==> config.mk <==
export PLATFORM = sky130hd
export DESIGN_NAME = spi_bridge_master
export DESIGN_NICKNAME = d
export VERILOG_FILES = /design/src/rtl/spi_bridge_master.sv
export SDC_FILE = /design/constraint.sdc
export NUM_CORES = 1
export LEC_CHECK = 0
export ABC_CLOCK_PERIOD_IN_PS = 2200
export BUFFER_PORTS_ARGS = -buffer_cell sky130_fd_sc_hd__buf_2
export CORE_MARGIN = 4
export CORE_UTILIZATION = 54
export CTS_BUF_LIST = sky130_fd_sc_hd__clkbuf_8 sky130_fd_sc_hd__clkbuf_16
export DETAILED_ROUTE_END_ITERATION = 8
export PLACE_DENSITY = 0.81
export SETUP_SLACK_MARGIN = 0.2
export SYNTH_ARGS = -nofsm -noshare
export SYNTH_HDL_FRONTEND = slang
export SYNTH_SLANG_ARGS = --single-unit
==> constraint.sdc <==
create_clock -name clk_clk -period 2.2 [get_ports clk_clk]
set_input_delay 0.22 -clock clk_clk [delete_from_list [all_inputs] [get_ports clk_clk]]
set_output_delay 0.22 -clock clk_clk [all_outputs]
set_load 0.05 [all_outputs]
==> src/rtl/spi_bridge_master.sv <==
// spi_bridge_master: SPI mode-0 master for the byte-stream SPI slave bridge.
// Serialises a payload byte stream onto mosi with ESC/IDLE framing, polls with
// IDLE_CHAR when asked, and unescapes the byte stream received on miso.
module spi_bridge_master #(
  parameter int unsigned CLK_DIV   = 4,
  parameter logic [7:0]  IDLE_CHAR = 8'h4A,
  parameter logic [7:0]  ESC_CHAR  = 8'h4D
) (
  input  logic       clk_clk,
  input  logic       reset_reset_n,
  input  logic [7:0] tx_data,
  input  logic       tx_valid,
  output logic       tx_ready,
  input  logic       poll,
  output logic [7:0] rx_data,
  output logic       rx_valid,
  output logic       sclk,
  output logic       mosi,
  input  logic       miso,
  output logic       nss,
  output logic       busy
);

  localparam logic [7:0] CntLast = 8'(CLK_DIV - 1);

  typedef enum logic [2:0] {StIdle, StSetup, StShift, StHold, StGap} state_e;

  state_e     state;
  logic [7:0] cnt;        // cycles within the current half-period / phase
  logic [3:0] half;       // half-period index within a byte; even = sclk high
  logic [7:0] hold_data;
  logic       hold_full;
  logic       esc_pend;   // second byte of an escaped pair still to be sent
  logic [7:0] esc_byte;
  logic [7:0] tx_sh;
  logic [7:0] rx_sh;
  logic       rx_done;    // one-cycle flag: rx_sh holds a complete byte
  logic       rx_esc;
  logic       reload;     // a follow-on byte was loaded at the last falling edge

  logic       cnt_done;
  logic       hold_escapes;
  logic       handshake;
  logic       byte_start;
  logic       consume;
  logic       hold_full_next;
  logic [7:0] src_byte;

  // Byte-source selection and holding-register bookkeeping.
  always_comb begin
    cnt_done     = (cnt == CntLast);
    hold_escapes = (hold_data == IDLE_CHAR) || (hold_data == ESC_CHAR);
    handshake    = tx_valid && tx_ready;
    src_byte     = IDLE_CHAR;
    if (esc_pend) begin
      src_byte = esc_byte;
    end else if (hold_full) begin
      src_byte = hold_escapes ? ESC_CHAR : hold_data;
    end
    // Follow-on bytes are chosen at the 8th falling edge so their MSB is on
    // mosi a full half-period before the next rising edge.
    byte_start = ((state == StIdle) && (hold_full || poll)) ||
                 ((state == StShift) && cnt_done && (half == 4'd14) &&
                  (esc_pend || hold_full || poll));
    consume        = byte_start && (esc_pend || (hold_full && !hold_escapes));
    hold_full_next = hold_full;
    if (handshake) begin
      hold_full_next = 1'b1;
    end else if (consume) begin
      hold_full_next = 1'b0;
    end
  end

  // Holding register, tx_ready and the pending escaped second byte.
  always_ff @(posedge clk_clk or negedge reset_reset_n) begin
    if (!reset_reset_n) begin
      hold_full <= 1'b0;
      hold_data <= 8'h00;
      tx_ready  <= 1'b0;
      esc_pend  <= 1'b0;
      esc_byte  <= 8'h00;
    end else begin
      hold_full <= hold_full_next;
      tx_ready  <= ~hold_full_next;
      if (handshake) begin
        hold_data <= tx_data;
      end
      if (byte_start) begin
        if (esc_pend) begin
          esc_pend <= 1'b0;
        end else if (hold_full && hold_escapes) begin
          esc_pend <= 1'b1;
          esc_byte <= hold_data ^ 8'h20;
        end
      end
    end
  end

  // Frame/bit sequencer driving nss, sclk and mosi and sampling miso.
  always_ff @(posedge clk_clk or negedge reset_reset_n) begin
    if (!reset_reset_n) begin
      state   <= StIdle;
      cnt     <= 8'h00;
      half    <= 4'h0;
      tx_sh   <= 8'h00;
      rx_sh   <= 8'h00;
      rx_done <= 1'b0;
      reload  <= 1'b0;
      sclk    <= 1'b0;
      mosi    <= 1'b0;
      nss     <= 1'b1;
      busy    <= 1'b0;
    end else begin
      rx_done <= 1'b0;
      case (state)
        StIdle: begin
          if (byte_start) begin
            state <= StSetup;
            cnt   <= 8'h00;
            nss   <= 1'b0;
            busy  <= 1'b1;
            tx_sh <= src_byte;
            mosi  <= src_byte[7];
          end
        end
        StSetup: begin
          if (cnt_done) begin
            state <= StShift;
            cnt   <= 8'h00;
            half  <= 4'h0;
            sclk  <= 1'b1;
            rx_sh <= {rx_sh[6:0], miso};
          end else begin
            cnt <= cnt + 8'd1;
          end
        end
        StShift: begin
          if (!cnt_done) begin
            cnt <= cnt + 8'd1;
          end else begin
            cnt <= 8'h00;
            if (half == 4'd15) begin
              if (reload) begin
                half  <= 4'h0;
                sclk  <= 1'b1;
                rx_sh <= {rx_sh[6:0], miso};
              end else begin
                state <= StHold;
              end
            end else begin
              half <= half + 4'd1;
              sclk <= ~sclk;
              if (half[0]) begin
                // Rising edge: sample; the 8th sample completes the byte.
                rx_sh   <= {rx_sh[6:0], miso};
                rx_done <= (half == 4'd13);
              end else if (half == 4'd14) begin
                reload <= byte_start;
                if (byte_start) begin
                  tx_sh <= src_byte;
                  mosi  <= src_byte[7];
                end else begin
                  mosi <= 1'b0;
                end
              end else begin
                tx_sh <= {tx_sh[6:0], 1'b0};
                mosi  <= tx_sh[6];
              end
            end
          end
        end
        StHold: begin
          if (cnt_done) begin
            state <= StGap;
            cnt   <= 8'h00;
            nss   <= 1'b1;
          end else begin
            cnt <= cnt + 8'd1;
          end
        end
        StGap: begin
          if (cnt_done) begin
            state <= StIdle;
            cnt   <= 8'h00;
            busy  <= 1'b0;
          end else begin
            cnt <= cnt + 8'd1;
          end
        end
        default: state <= StIdle;
      endcase
    end
  end

  // Receive unescaping: drop IDLE, latch ESC, un-XOR the escaped byte.
  always_ff @(posedge clk_clk or negedge reset_reset_n) begin
    if (!reset_reset_n) begin
      rx_data  <= 8'h00;
      rx_valid <= 1'b0;
      rx_esc   <= 1'b0;
    end else begin
      rx_valid <= 1'b0;
      if (rx_done) begin
        if (rx_esc) begin
          rx_data  <= rx_sh ^ 8'h20;
          rx_valid <= 1'b1;
          rx_esc   <= 1'b0;
        end else if (rx_sh == ESC_CHAR) begin
          rx_esc <= 1'b1;
        end else if (rx_sh != IDLE_CHAR) begin
          rx_data  <= rx_sh;
          rx_valid <= 1'b1;
        end
      end
    end
  end

endmodule

==> run_results.csv <==
group,metric,value,unit
run_status,status,"complete, but fails checks",
run_status,violations,"negative setup slack",
global_routing,overflow,0,
final_layout,fin_area,4094,µm²
synthesis,synth_edf_count,0,
timing,min_period,2224,ps
placement,dp_hpwl,5003,µm
floorplanning,die_h,85.77,µm
final_layout,nNetsFinal,387,
detailed_routing,routedWlPerCell,16.31,µm
timing,max_freq,0.4496,GHz
clocking,cts_buffers,9,
floorplanning,rows,28,
clocking,clock_latency,350,ps
clocking,cts.path.max_buffers,2,
final_layout,area_growth,25.36,%
critical_path,cp_top_family,"compound AO/OA/AOI/OAI gates",
timing,timing.setup.tns,-102.6,ps
detailed_routing,first_pass_iters,4,
synthesis,yosysSeqAreaShare,0.4985,
critical_path,crit_path_end_kind,"register",
critical_path,critical_path_class,"register to register",
flow_run,cap_violations,0,
detailed_routing,wl,7338,µm
critical_path,cp_max_fo,8,
detailed_routing,drc,0,
synthesis,ys.flop_type,"dfrtp_1",
final_layout,drive_gt1_frac,0.3760,
timing,post-route-period-util,1.011,
synthesis,synthAdderAreaFrac,0.01839,
clocking,clock-sinks,65,
synthesis,synth_mux_area_frac,0.09272,
critical_path,crit_path_cell_trace,"ha_4 > and4b_1 > or3_4 > a211o_4 > a31oi_4 > buf_12 > mux2_2",
synthesis,synth_nets,326,
timing,hold_ws,103.9,ps
power_and_ir_drop,ir_drop,0.7692,mV
critical_path,cp_num_buf_inv,1,
synthesis,avgSynthCellArea,10.57,µm²
critical_path,cp.arrival,2460,ps
floorplanning,io_pins,27,
power_and_ir_drop,power.static_leakage,1.852,nW
detailed_routing,vias,2639,
synthesis,synth_cell_types,58,
synthesis,yosys.area.top_type,"dfrtp_1",
timing,rsz0062_at_grt,"yes",
timing,setup_violations,7,
power_and_ir_drop,power.total,4.339,mW
detailed_routing,drt_first_iter_violations,131,
timing,hold_violations,0,
synthesis,synth_seq_cells,65,
placement,pre_cts_slack,-56.16,ps
timing,clock_skew,11.54,ps
synthesis,synth_compound_area_frac,0.1513,
placement,io_buffers,26,
floorplanning,chipWidth,85.77,µm
synthesis,synth_top_family_by_area,"simple AND/OR/NAND/NOR gates",
power_and_ir_drop,powerDensity,1060,nW/µm²
critical_path,cpMaxStageDelayCell,"dfrtp_2",
synthesis,synth-simple-area-share,0.1854,
synthesis,yosys.area_share.xor_xnor,0.01341,
placement,placed_cell_area,3657,µm²
clocking,cts_root_buf,"clkbuf_8",
floorplanning,core,5886,µm²
synthesis,yosysWarnings,0,
global_routing,antenna_found_initial,0,
critical_path,slowest_delay,430,ps
timing,worstMarginPinSlew,595.7,ps
critical_path,critPathLaunchType,"register",
detailed_routing,antenna_left,0,
critical_path,crit_required,2440,ps
min_path,min_path_type,"primary input to register",
global_routing,grt_pass1_wl,12260,µm
synthesis,mappedNetlistArea,3266,µm²
detailed_routing,viasPerCell,5.864,
clocking,cts_tree,"yes",
floorplanning,dieArea,7356,µm²
placement,gp_congestion,0.8899,
synthesis,async_reset_ff_frac,1.000,
synthesis,synthCells,309,
global_routing,grt_max_degree,31,
synthesis,synth_top_area_frac,0.4904,
final_layout,diodes,0,
timing,slew_viol_final,0,
synthesis,synth.area.top_cells,"dfrtp_1 (49%), mux2_2 (9.0%), nand2_1 (3.0%)",
final_layout,fillers,409,
clocking,htreeDepth,3,
clocking,clk_pin_slew,80,ps
global_routing,grt_pass1_vias,2640,
floorplanning,initial_utilization,0.5548,
timing,max-slew-margin-rel,0.6014,
global_routing,grt_use_total,0.2133,
timing,fin_ws,-24.12,ps
==> kinds of logic (layout without fill, tap and decap cells) <==
| family | count (synthesis) | in the layout |
|---|---|---|
| simple gates | 112 | 112 |
| compound gates | 70 | 70 |
| flops | 65 | 65 |
| mux | 27 | 27 |
| buf+inv | 25 | 91 |
| fa+ha+maj | 5 | 5 |
| xor+xnor | 5 | 5 |
==> state kept, by name (all words and copies together), names as in the netlist, 3 cells and up <==
register and cells:
cnt 8, esc_byte 8, hold_data 8, rx_data 8, rx_sh 8, tx_sh 7
half 4, state 3
==> report_power, final <==
part	switching, mW	internal [mW]
registers	0.275	1.46
clock network	0.475	0.754
logic	0.748	0.631
total	1.50	2.84
==> per-stage QoR <==
stage,utilization,std cells
6_report,0.6956,450
5_1_grt,0.6956,450
4_1_cts,0.6820,448
3_5_place_dp,0.6214,425
3_3_place_gp,0.6214,425
2_1_floorplan,-,309
==> path summary, 6_finish.rpt <==
check,start,endpoint,slack (ps),cells after the start
setup / recovery,half[1],rx_sh[2],-20,7
hold / removal,tx_data[4],hold_data[4],100,2
hold reg to reg,nss,nss,480,2
setup reg to reg,half[1],rx_sh[2],-20,7
min in group asynchronous,reset_reset_n,rx_sh[3],360,2
max in group asynchronous,reset_reset_n,tx_ready,1080,3
==> final cells by class <==
type / instances / area (µm²) / area share
multi-input cells: 219 / 1643 / 0.4013
flip-flops and latches: 65 / 1632 / 0.3985
repair buffers: 64 / 437.9 / 0.1070
clock buffers: 9 / 123.9 / 0.03026
clock inverters: 7 / 120.1 / 0.02934
well taps: 75 / 93.84 / 0.02292
inverters: 11 / 43.79 / 0.01070
==> routing by layer <==
layer / vias up / GRT usage / share of wire
met5: - / 0 / 0
met3: 14 / 0.04323 / 0.050
met1: 1294 / 0.2735 / 0.42
li1: 1249 / - / -
met2: 82 / 0.3369 / 0.50
met4: 0 / 0.1223 / 0.027
==> cell usage in the layout (no fill, tap or decap), types with 4 or more instances in the layout <==
cell type / Yosys / final
nor3_1: 8 / 7
inv_1: 10 / 10
a21oi_1: 11 / 11
a211oi_1: 4 / 4
xnor2_1: 4 / 4
mux2_4: 0 / 5
a22oi_1: 4 / 4
a31oi_1: 6 / 4
nand2_1: 26 / 26
o21ai_0: 16 / 13
dfrtp_1: 64 / 61
clkbuf_8: 0 / 9
nand3_1: 11 / 11
buf_2: 0 / 26
mux2_2: 26 / 21
o31ai_1: 4 / 4
nor2_1: 24 / 24
buf_4: 2 / 34
or2_2: 7 / 6
==> timing repair <==
item	in CTS	in global routing
setup buffers	6	2
hold endpoints to repair	20	0
pin swaps	3	6
hold buffers	1	0
resized for setup	11	16
setup endpoints to repair	24	24
==> cell usage after synthesis, drive strengths merged (4+ instances only) <==
library cell   n
dfrtp         64
mux2          26
nand2         26
nor2          24
o21ai         18
a21oi         11
inv           11
nand3         11
clkbuf         8
nor3           8
a31oi          7
or2            7
buf            6
nor3b          5
a211oi         4
a22oi          4
and3           4
ha             4
nand2b         4
o31ai          4
or3            4
xnor2          4
No activity file was read; power rests on OpenSTA's default activity.
